### src/rtl/regfile_seq_if.sv
// regfile_seq_if: register file bus (two read ports, one write port, clear request, ready/wr_drop status)
interface regfile_seq_if #(
  parameter int WIDTH = 32,
  parameter int AW    = 5
);
  logic [AW-1:0]    raddr1;
  logic [AW-1:0]    raddr2;
  logic [WIDTH-1:0] rdata1;
  logic [WIDTH-1:0] rdata2;
  logic             we;
  logic [AW-1:0]    waddr;
  logic [WIDTH-1:0] wdata;
  logic             clr;
  logic             ready;
  logic             wr_drop;
  modport master (
    output raddr1, raddr2, we, waddr, wdata, clr,
    input  rdata1, rdata2, ready, wr_drop
  );
  modport slave (
    input  raddr1, raddr2, we, waddr, wdata, clr,
    output rdata1, rdata2, ready, wr_drop
  );
endinterface

### src/rtl/regfile_seq.sv
// regfile_seq: clocked 2R/1W register file with bypass, optional zero register and a clear sequencer (ports: clk, rst, bus slave)
module regfile_seq #(
  parameter int WIDTH    = 32,
  parameter int DEPTH    = 32,
  parameter int AW       = 5,
  parameter int ZERO_REG = 1,
  parameter int BYPASS   = 1
) (
  input logic         clk,
  input logic         rst,
  regfile_seq_if.slave bus
);
  typedef enum logic {INIT, RUN} state_t;
  localparam logic [AW:0]   DEP  = (AW+1)'(DEPTH);
  localparam logic [AW-1:0] LAST = AW'(DEPTH - 1);
  state_t           state;
  logic [AW-1:0]    cnt;
  logic             ready;
  logic             wr_drop;
  logic             wlegal;
  logic [WIDTH-1:0] mem [DEPTH];
  logic [AW-1:0]    ra [2];
  logic [WIDTH-1:0] rd [2];
  assign wlegal = bus.we && ({1'b0, bus.waddr} < DEP) && !(ZERO_REG != 0 && bus.waddr == '0);
  always_ff @(posedge clk) begin
    if (rst) begin
      state   <= INIT;
      cnt     <= '0;
      ready   <= 1'b0;
      wr_drop <= 1'b0;
    end else begin
      wr_drop <= bus.we && state == INIT;
      if (state == INIT) begin
        cnt <= (bus.clr || cnt == LAST) ? '0 : cnt + 1'b1;
        if (!bus.clr && cnt == LAST) begin
          state <= RUN;
          ready <= 1'b1;
        end
      end else if (bus.clr) begin
        state <= INIT;
        cnt   <= '0;
        ready <= 1'b0;
      end
    end
  end
  always_ff @(posedge clk) begin
    if (!rst) begin
      if (state == INIT) mem[cnt] <= '0;
      else if (wlegal) mem[bus.waddr] <= bus.wdata;
    end
  end
  assign ra[0] = bus.raddr1;
  assign ra[1] = bus.raddr2;
  for (genvar i = 0; i < 2; i++) begin : g_rd
    assign rd[i] = (!ready || {1'b0, ra[i]} >= DEP || (ZERO_REG != 0 && ra[i] == '0)) ? '0 :
                   (BYPASS != 0 && wlegal && bus.waddr == ra[i]) ? bus.wdata : mem[ra[i]];
  end
  assign bus.rdata1  = rd[0];
  assign bus.rdata2  = rd[1];
  assign bus.ready   = ready;
  assign bus.wr_drop = wr_drop;
endmodule

### src/flat_wrapper.sv
// flat-port wrapper written by rule: the top's interface ports become plain ports
module regfile_seq_flat 
#(
  parameter int WIDTH    = 32,
  parameter int DEPTH    = 32,
  parameter int AW       = 5,
  parameter int ZERO_REG = 1,
  parameter int BYPASS   = 1
)
  (clk, rst, bus_raddr1, bus_raddr2, bus_we, bus_waddr, bus_wdata, bus_clr, bus_rdata1, bus_rdata2, bus_ready, bus_wr_drop);
  regfile_seq_if #(.WIDTH(WIDTH), .AW(AW)) bus_i ();
  input logic clk;
  input logic rst;
  input wire logic [$bits(bus_i.raddr1)-1:0] bus_raddr1;
  input wire logic [$bits(bus_i.raddr2)-1:0] bus_raddr2;
  input wire logic [$bits(bus_i.we)-1:0] bus_we;
  input wire logic [$bits(bus_i.waddr)-1:0] bus_waddr;
  input wire logic [$bits(bus_i.wdata)-1:0] bus_wdata;
  input wire logic [$bits(bus_i.clr)-1:0] bus_clr;
  output wire logic [$bits(bus_i.rdata1)-1:0] bus_rdata1;
  output wire logic [$bits(bus_i.rdata2)-1:0] bus_rdata2;
  output wire logic [$bits(bus_i.ready)-1:0] bus_ready;
  output wire logic [$bits(bus_i.wr_drop)-1:0] bus_wr_drop;
  assign bus_i.raddr1 = bus_raddr1;
  assign bus_i.raddr2 = bus_raddr2;
  assign bus_i.we = bus_we;
  assign bus_i.waddr = bus_waddr;
  assign bus_i.wdata = bus_wdata;
  assign bus_i.clr = bus_clr;
  assign bus_rdata1 = bus_i.rdata1;
  assign bus_rdata2 = bus_i.rdata2;
  assign bus_ready = bus_i.ready;
  assign bus_wr_drop = bus_i.wr_drop;
  regfile_seq #(.WIDTH(WIDTH), .DEPTH(DEPTH), .AW(AW), .ZERO_REG(ZERO_REG), .BYPASS(BYPASS)) u_core (.clk(clk), .rst(rst), .bus(bus_i));
endmodule
### config.mk
export PLATFORM = sky130hd
export DESIGN_NAME = regfile_seq_flat
export DESIGN_NICKNAME = d
export VERILOG_FILES = /design/src/rtl/regfile_seq_if.sv /design/src/rtl/regfile_seq.sv /design/src/flat_wrapper.sv
export SDC_FILE = /design/constraint.sdc
export NUM_CORES = 1
export LEC_CHECK = 0
export CELL_PAD_IN_SITES_DETAIL_PLACEMENT = 0
export CELL_PAD_IN_SITES_GLOBAL_PLACEMENT = 1
export CORE_MARGIN = 2
export CORE_UTILIZATION = 35
export DETAILED_ROUTE_END_ITERATION = 8
export DONT_BUFFER_PORTS = 1
export GPL_TIMING_DRIVEN = 0
export PLACE_DENSITY_LB_ADDON = 0.1
export SLEW_MARGIN = 20
export SYNTH_ARGS = -nofsm -noshare
export SYNTH_HDL_FRONTEND = slang
export SYNTH_SLANG_ARGS = --single-unit
### constraint.sdc
create_clock -name clk -period 5.6 [get_ports clk]
set_clock_uncertainty 0.05 [all_clocks]
set_input_delay 1.12 -clock clk [delete_from_list [all_inputs] [get_ports clk]]
set_output_delay 1.12 -clock clk [all_outputs]
set_load 0.01 [all_outputs]
# [After elaboration in Yosys (flattened, before gate mapping)]
# Memories as Yosys holds them, arrays and structs flattened.
# Cells that the tools add are included.
# Widths: inputs -> output; s select.
[word_totals] input_bits=51 output_inout_bits=66 regBits=8 ram_bits=1024 word_cells=51 memories=1
[op_classes] reduce_logical=17 mux=23 eq_ne=4 add_sub_neg=1 bitwise_logic=1
[memory_table] memory="u_core.mem" words=32 word_bits=32 rd=2 rd_ports_with_merged_regs=0 wr=1 line="regfile_seq.sv:21" rtl="logic [WIDTH-1:0] mem [DEPTH];"
[ops] operator="$mux 32" count=5
[ops] operator="$reduce_or 32->1" count=1
[ops] operator="$mux 5" count=4
[ops] operator="$logic_not 5->1" count=3
[ops] operator="$mux 1" count=14
[ops] operator="$eq 5x5->1" count=2
[ops] operator="$add 5x1->5 const B" count=1
[ops] operator="$eq 5x5->1 const B" count=1
[ops] operator="$logic_and 1x1->1" count=5
[ops] operator="$logic_not 1->1" count=3
[ops] operator="$logic_or 1x1->1" count=3
[ops] operator="$ne 2x2->1 const B" count=1
[ops] operator="$reduce_and 2->1" count=1
[ops] operator="$reduce_bool 2->1" count=1
[ops] operator="$not 1->1" count=1

# [Depth between registers and ports, before layout]
[logic_depth] ltp_word=9 ltp_mapped=9 ltp_nobuf=6

# [Least setup slack after synthesis]
# Ideal clock, no wire load.
[synth_path] kind="input-to-reg" startpoint="input bus_waddr[3]" endpoint="memory u_core.mem[14][0] (enable)" setup_time_ns=0.421 cell_stages=7 slack_ns=1.098 arrival_ns=4.030 path_cell_list="buf_2 > nor2_1 > a311oi_2 > buf_2 > mux2i_1 > nand2_1 > nor2_1"
[synth_between] elab_chain_len=9 elab_cells_between_ends=10 classes_between="mux: 6; reduce/logical: 4"
[synth_rtl] item="from (decl)" line="flat_wrapper.sv:17" rtl="input wire logic [$bits(bus_i.waddr)-1:0] bus_waddr;"
[synth_rtl] item="$logic_not 5->1" line="regfile_seq.sv:24" rtl="assign wlegal = bus.we && ({1'b0, bus.waddr} < DEP) && !(ZERO_REG != 0 && bus.waddr == '0);"
[synth_rtl] item="$logic_not 1->1" line="regfile_seq.sv:24"
[synth_rtl] item="$logic_and 1x1->1" line="regfile_seq.sv:24"
[synth_rtl] item="$mux 1" line="regfile_seq.sv:49" rtl="else if (wlegal) mem[bus.waddr] <= bus.wdata;"
[synth_rtl] item="$mux 1" line="regfile_seq.sv:48" rtl="if (state == INIT) mem[cnt] <= '0;"
[synth_rtl] item="$mux 1" line="regfile_seq.sv:47" rtl="if (!rst) begin"
[synth_rtl] item="$mux 1 (implied by the code)" line="regfile_seq.sv:49"
[synth_rtl] item="$reduce_or 32->1 (no source line)"
[synth_rtl] item="$mux 5 (no source line) / $mux 1 (equally long branches)"
[synth_rtl] item="to (decl)" line="regfile_seq.sv:21"
# Parallel ways exist; a longest one is shown, timed or not.

# [Worst setup path after layout]
[layout_path] startpoint="input bus_raddr1[4]" endpoint="output bus_rdata1[9]"
[layout_between] elab_chain_len=4 elab_cells_between_ends=7 classes_between="eq/ne: 1; mux: 2; reduce/logical: 3; memory: 1"
[layout_rtl] item="from (decl)" line="flat_wrapper.sv:14" rtl="input wire logic [$bits(bus_i.raddr1)-1:0] bus_raddr1;"
[layout_rtl] item="branches (longest 3 deep; another with $mem_v2 32x32)"
[layout_rtl] item="$mux 32 *" line="regfile_seq.sv:55" rtl="assign rd[i] = (!ready || {1'b0, ra[i]} >= DEP || (ZERO_REG != 0 && ra[i] == '0)) ? '0 :"
[layout_rtl] item="to (decl)" line="flat_wrapper.sv:20" rtl="output wire logic [$bits(bus_i.rdata1)-1:0] bus_rdata1;"
# Every way passes the cells marked *.

==> impl_metrics.yaml <==
drt:
  drt-initial-drc-count: 3290
  postRouteAntennaNets: 0
  vias: 31100
  wl_um: 191000
  wl_per_cell_um: 38.1
  drcViolationCount: 0
  dr.pass1.iters: 6
  via_per_inst: 6.20
grt:
  track_usage: 0.265
  grt_pass1_wl_um: 259000
  grt_max_degree: 33
  overflow: 0
  grt_pass1_vias: 31600
  antenna_found_initial: 12
yosys:
  synth_top_area_share: 0.629
  ys_types: 46
  synth_top_area_cell: "edfxtp_1"
  ys_async_sr_fraction: 0
  ys_top_cells_by_count: "edfxtp_1 (1,024), mux2i_1 (452), mux4_2 (288), a221oi_1 (192), a21oi_1 (135)"
  synth_edf_count: 1024
  ys_seq_elements: 1032
  syn_area_per_cell_um2: 17.1
  synth_cells: 2862
  synth.most_common_cell: "edfxtp_1"
  netlist_area_um2: 48900
  synth_area_leaders: "edfxtp_1 (63%), mux4_2 (13%), mux2i_1 (9.3%)"
  synth-main-ff-cell: "edfxtp_1"
  synth.net_count: 2915
  seq_area_frac_synth: 0.632
  ys_warn_count: 0
worst_hold_path:
  hold_path_end: "u_core.bus.wr_drop"
  hold_depth: 1
  min_path_type: "in -> reg"
  min-delay-start: "rst"
setup_path:
  critPathMaxFanout: 10
  worstPathRequired_ns: 4.43
  reg2reg_from: "u_core.state"
  critPathCaptureType: "output port"
  r2r_cells: 6
  crit_arrival_ns: 4.47
  critical_path_class: "in -> out"
  reg2reg_to: "u_core.mem[14][12]"
  r2r_slack_ns: 1.84
  start_kind: "primary input"
timing:
  tightest_slew_ns: 1.22
  setup_viol: 2
  final.setup.tns_ns: -0.0485
  hold_viol: 0
  timing.final.ws_setup_ns: -0.0397
  rsz0062_at_grt: "no"
  finalCriticalPeriod_ns: 5.64
  fin_crit_sh: 1.01
  fmax_ghz: 0.177
  slew_headroom: 0.186
  finalMaxSlewViolations: 0
floorplan:
  ioPinCount: 117
  die_h_um: 378
  start_util: 0.352
  die_area_um2: 143000
  core_area_um2: 139000
  fp-row-count: 137
  die_w_um: 378
power_and_ir_drop:
  p_comb_frac: 0.067
  seqPwrFrac: 0.504
  p_leak_nw: 20.2
  irDropWorstVdd_mv: 0.262
  power_density_nw_per_um2: 296
  p_int_mw: 12.8
  p_sw_mw: 3.91
  clock_power_share: 0.430
  p_total_mw: 16.7
  swShare: 0.234
clock_tree:
  cts-root-buf: "clkbuf_16"
  cts_max_path_buffers: 3
  cts_setup_buffers: 0
  clkLatencyLatePin_ns: 0.72
  cts_tree: "built"
  cts_made_buffers: 115
  cts_max_level: 3
  cts.sinks: 1032
  clk_pin_slew_ns: 0.06
layout:
  drive_above_1_share: 0.223
  fin_area_um2: 56400
  nNetsFinal: 3088
  synthToLayoutAreaGrowth_pct: 15.3
place:
  port_buffers: 0
  postPlaceCellArea_um2: 52800
  gp_congestion: 0.908
  place.detailed.hpwl_um: 137000
status:
  violations: "setup timing"
  status: "complete, but fails checks"
job:
  cap_violations: 0
state kept, by name (all words and copies together) (netlist names):
register / cells
u_core.bus.ready: 1
u_core.cnt: 5
u_core.bus.wr_drop: 1
u_core.state: 1
u_core.mem: 1024
cell type report:
| cell class | instances | area (um2) |
|---|---|---|
| fillers | 12500 | 82600 |
| flip-flops and latches | 1032 | 30900 |
| multi-input cells | 1580 | 17200 |
| clock inverters | 70 | 483 |
| inverters | 8 | 30.0 |
| repair buffers | 56 | 1290 |
| well taps | 1876 | 2350 |
| plain buffers | 242 | 1120 |
| clock buffers | 143 | 2980 |
| diodes | 6 | 15.0 |
placed cells by master, fill, tap and decap left out, types with 18 or more instances in the layout:
| cell type | netlist | layout |
|---|---|---|
| a211o_1 | 32 | 32 |
| a21boi_0 | 32 | 32 |
| a21oi_1 | 135 | 125 |
| a221o_1 | 32 | 32 |
| a221oi_1 | 192 | 192 |
| a22oi_1 | 97 | 97 |
| and2_2 | 0 | 30 |
| buf_12 | 0 | 32 |
| buf_16 | 0 | 23 |
| buf_2 | 87 | 87 |
| clkbuf_1 | 128 | 138 |
| clkbuf_16 | 0 | 115 |
| clkbuf_2 | 0 | 18 |
| clkinv_1 | 1 | 36 |
| clkinv_2 | 0 | 22 |
| edfxtp_1 | 1024 | 1024 |
| mux2i_1 | 452 | 452 |
| mux4_2 | 288 | 288 |
| nor2_4 | 0 | 29 |
| o21ai_0 | 98 | 93 |
| o21bai_1 | 32 | 32 |
| o22a_1 | 32 | 32 |
cell families after synthesis:
family / Yosys count / share of synthesized area
AOI/OAI and AO/OA: 694 / 0.103
DFF: 1032 / 0.632
xor gates and xnor gates: 10 / 0.00179
muxes: 743 / 0.226
buffers and inverters: 250 / 0.0228
and+or+nand+nor: 131 / 0.0139
adders and majority gates: 2 / 0.000512
critical path, cell delays in order:
cell and delay (ns):
clkbuf_2 0.46, clkbuf_2 0.63, clkbuf_1 0.81, a21oi_1 0.15, o21ai_1 0.87, a221o_1 0.40
through the flow:
stage	utilization	cells	hold slack, ns	worst slack, ns
6_report	0.406	5013	0.418	-0.0397
5_1_grt	0.406	5007	0.406	0.0475
4_1_cts	0.405	5007	0.372	0.0143
3_5_place_dp	0.380	4794	0.510	-0.647
3_3_place_gp	0.369	4738	0.503	-1.83
2_1_floorplan	-	2862	0.456	1.10
how the worst max path moves through the flow:
stage,from,endpoint,slack [ns],depth (start not counted)
final,bus_raddr1[4],bus_rdata1[9],-0.04,6
after detailed placement,bus_raddr2[1],bus_rdata2[9],-0.65,7
after global routing,bus_raddr1[0],bus_rdata1[30],0.05,9
after floorplan,bus_waddr[3],u_core.mem[14][0],1.10,7
after CTS,bus_raddr2[1],bus_rdata2[14],0.01,7
after global placement,bus_waddr[3],u_core.mem[12][16],-1.83,7
routing by layer:
metal / routed length, um / GRT usage / vias to the layer above
met3: 14400 / 0.0521 / 284
met2: 93000 / 0.442 / 1316
met5: 20 / 0 / -
met1: 78300 / 0.350 / 16900
li1: - / - / 12600
met4: 5020 / 0.0775 / 4
power groups by stage:
stage	combinational, mW	sequential, mW	clock (mW)
final	1.11	8.40	7.17
after global routing	1.15	8.40	7.56
after CTS	1.11	8.40	7.28
after detailed placement	1.11	8.56	0
after global placement	1.09	8.56	0
after floorplan	0.651	8.56	0
what timing repair did:
item / CTS / global route
hold buffers: 0 / 0
endpoints found under the setup margin: 48 / 12
resized for setup: 15 / 15
endpoints found under the hold margin: 0 / 0
(Power assumes the default switching activity.)
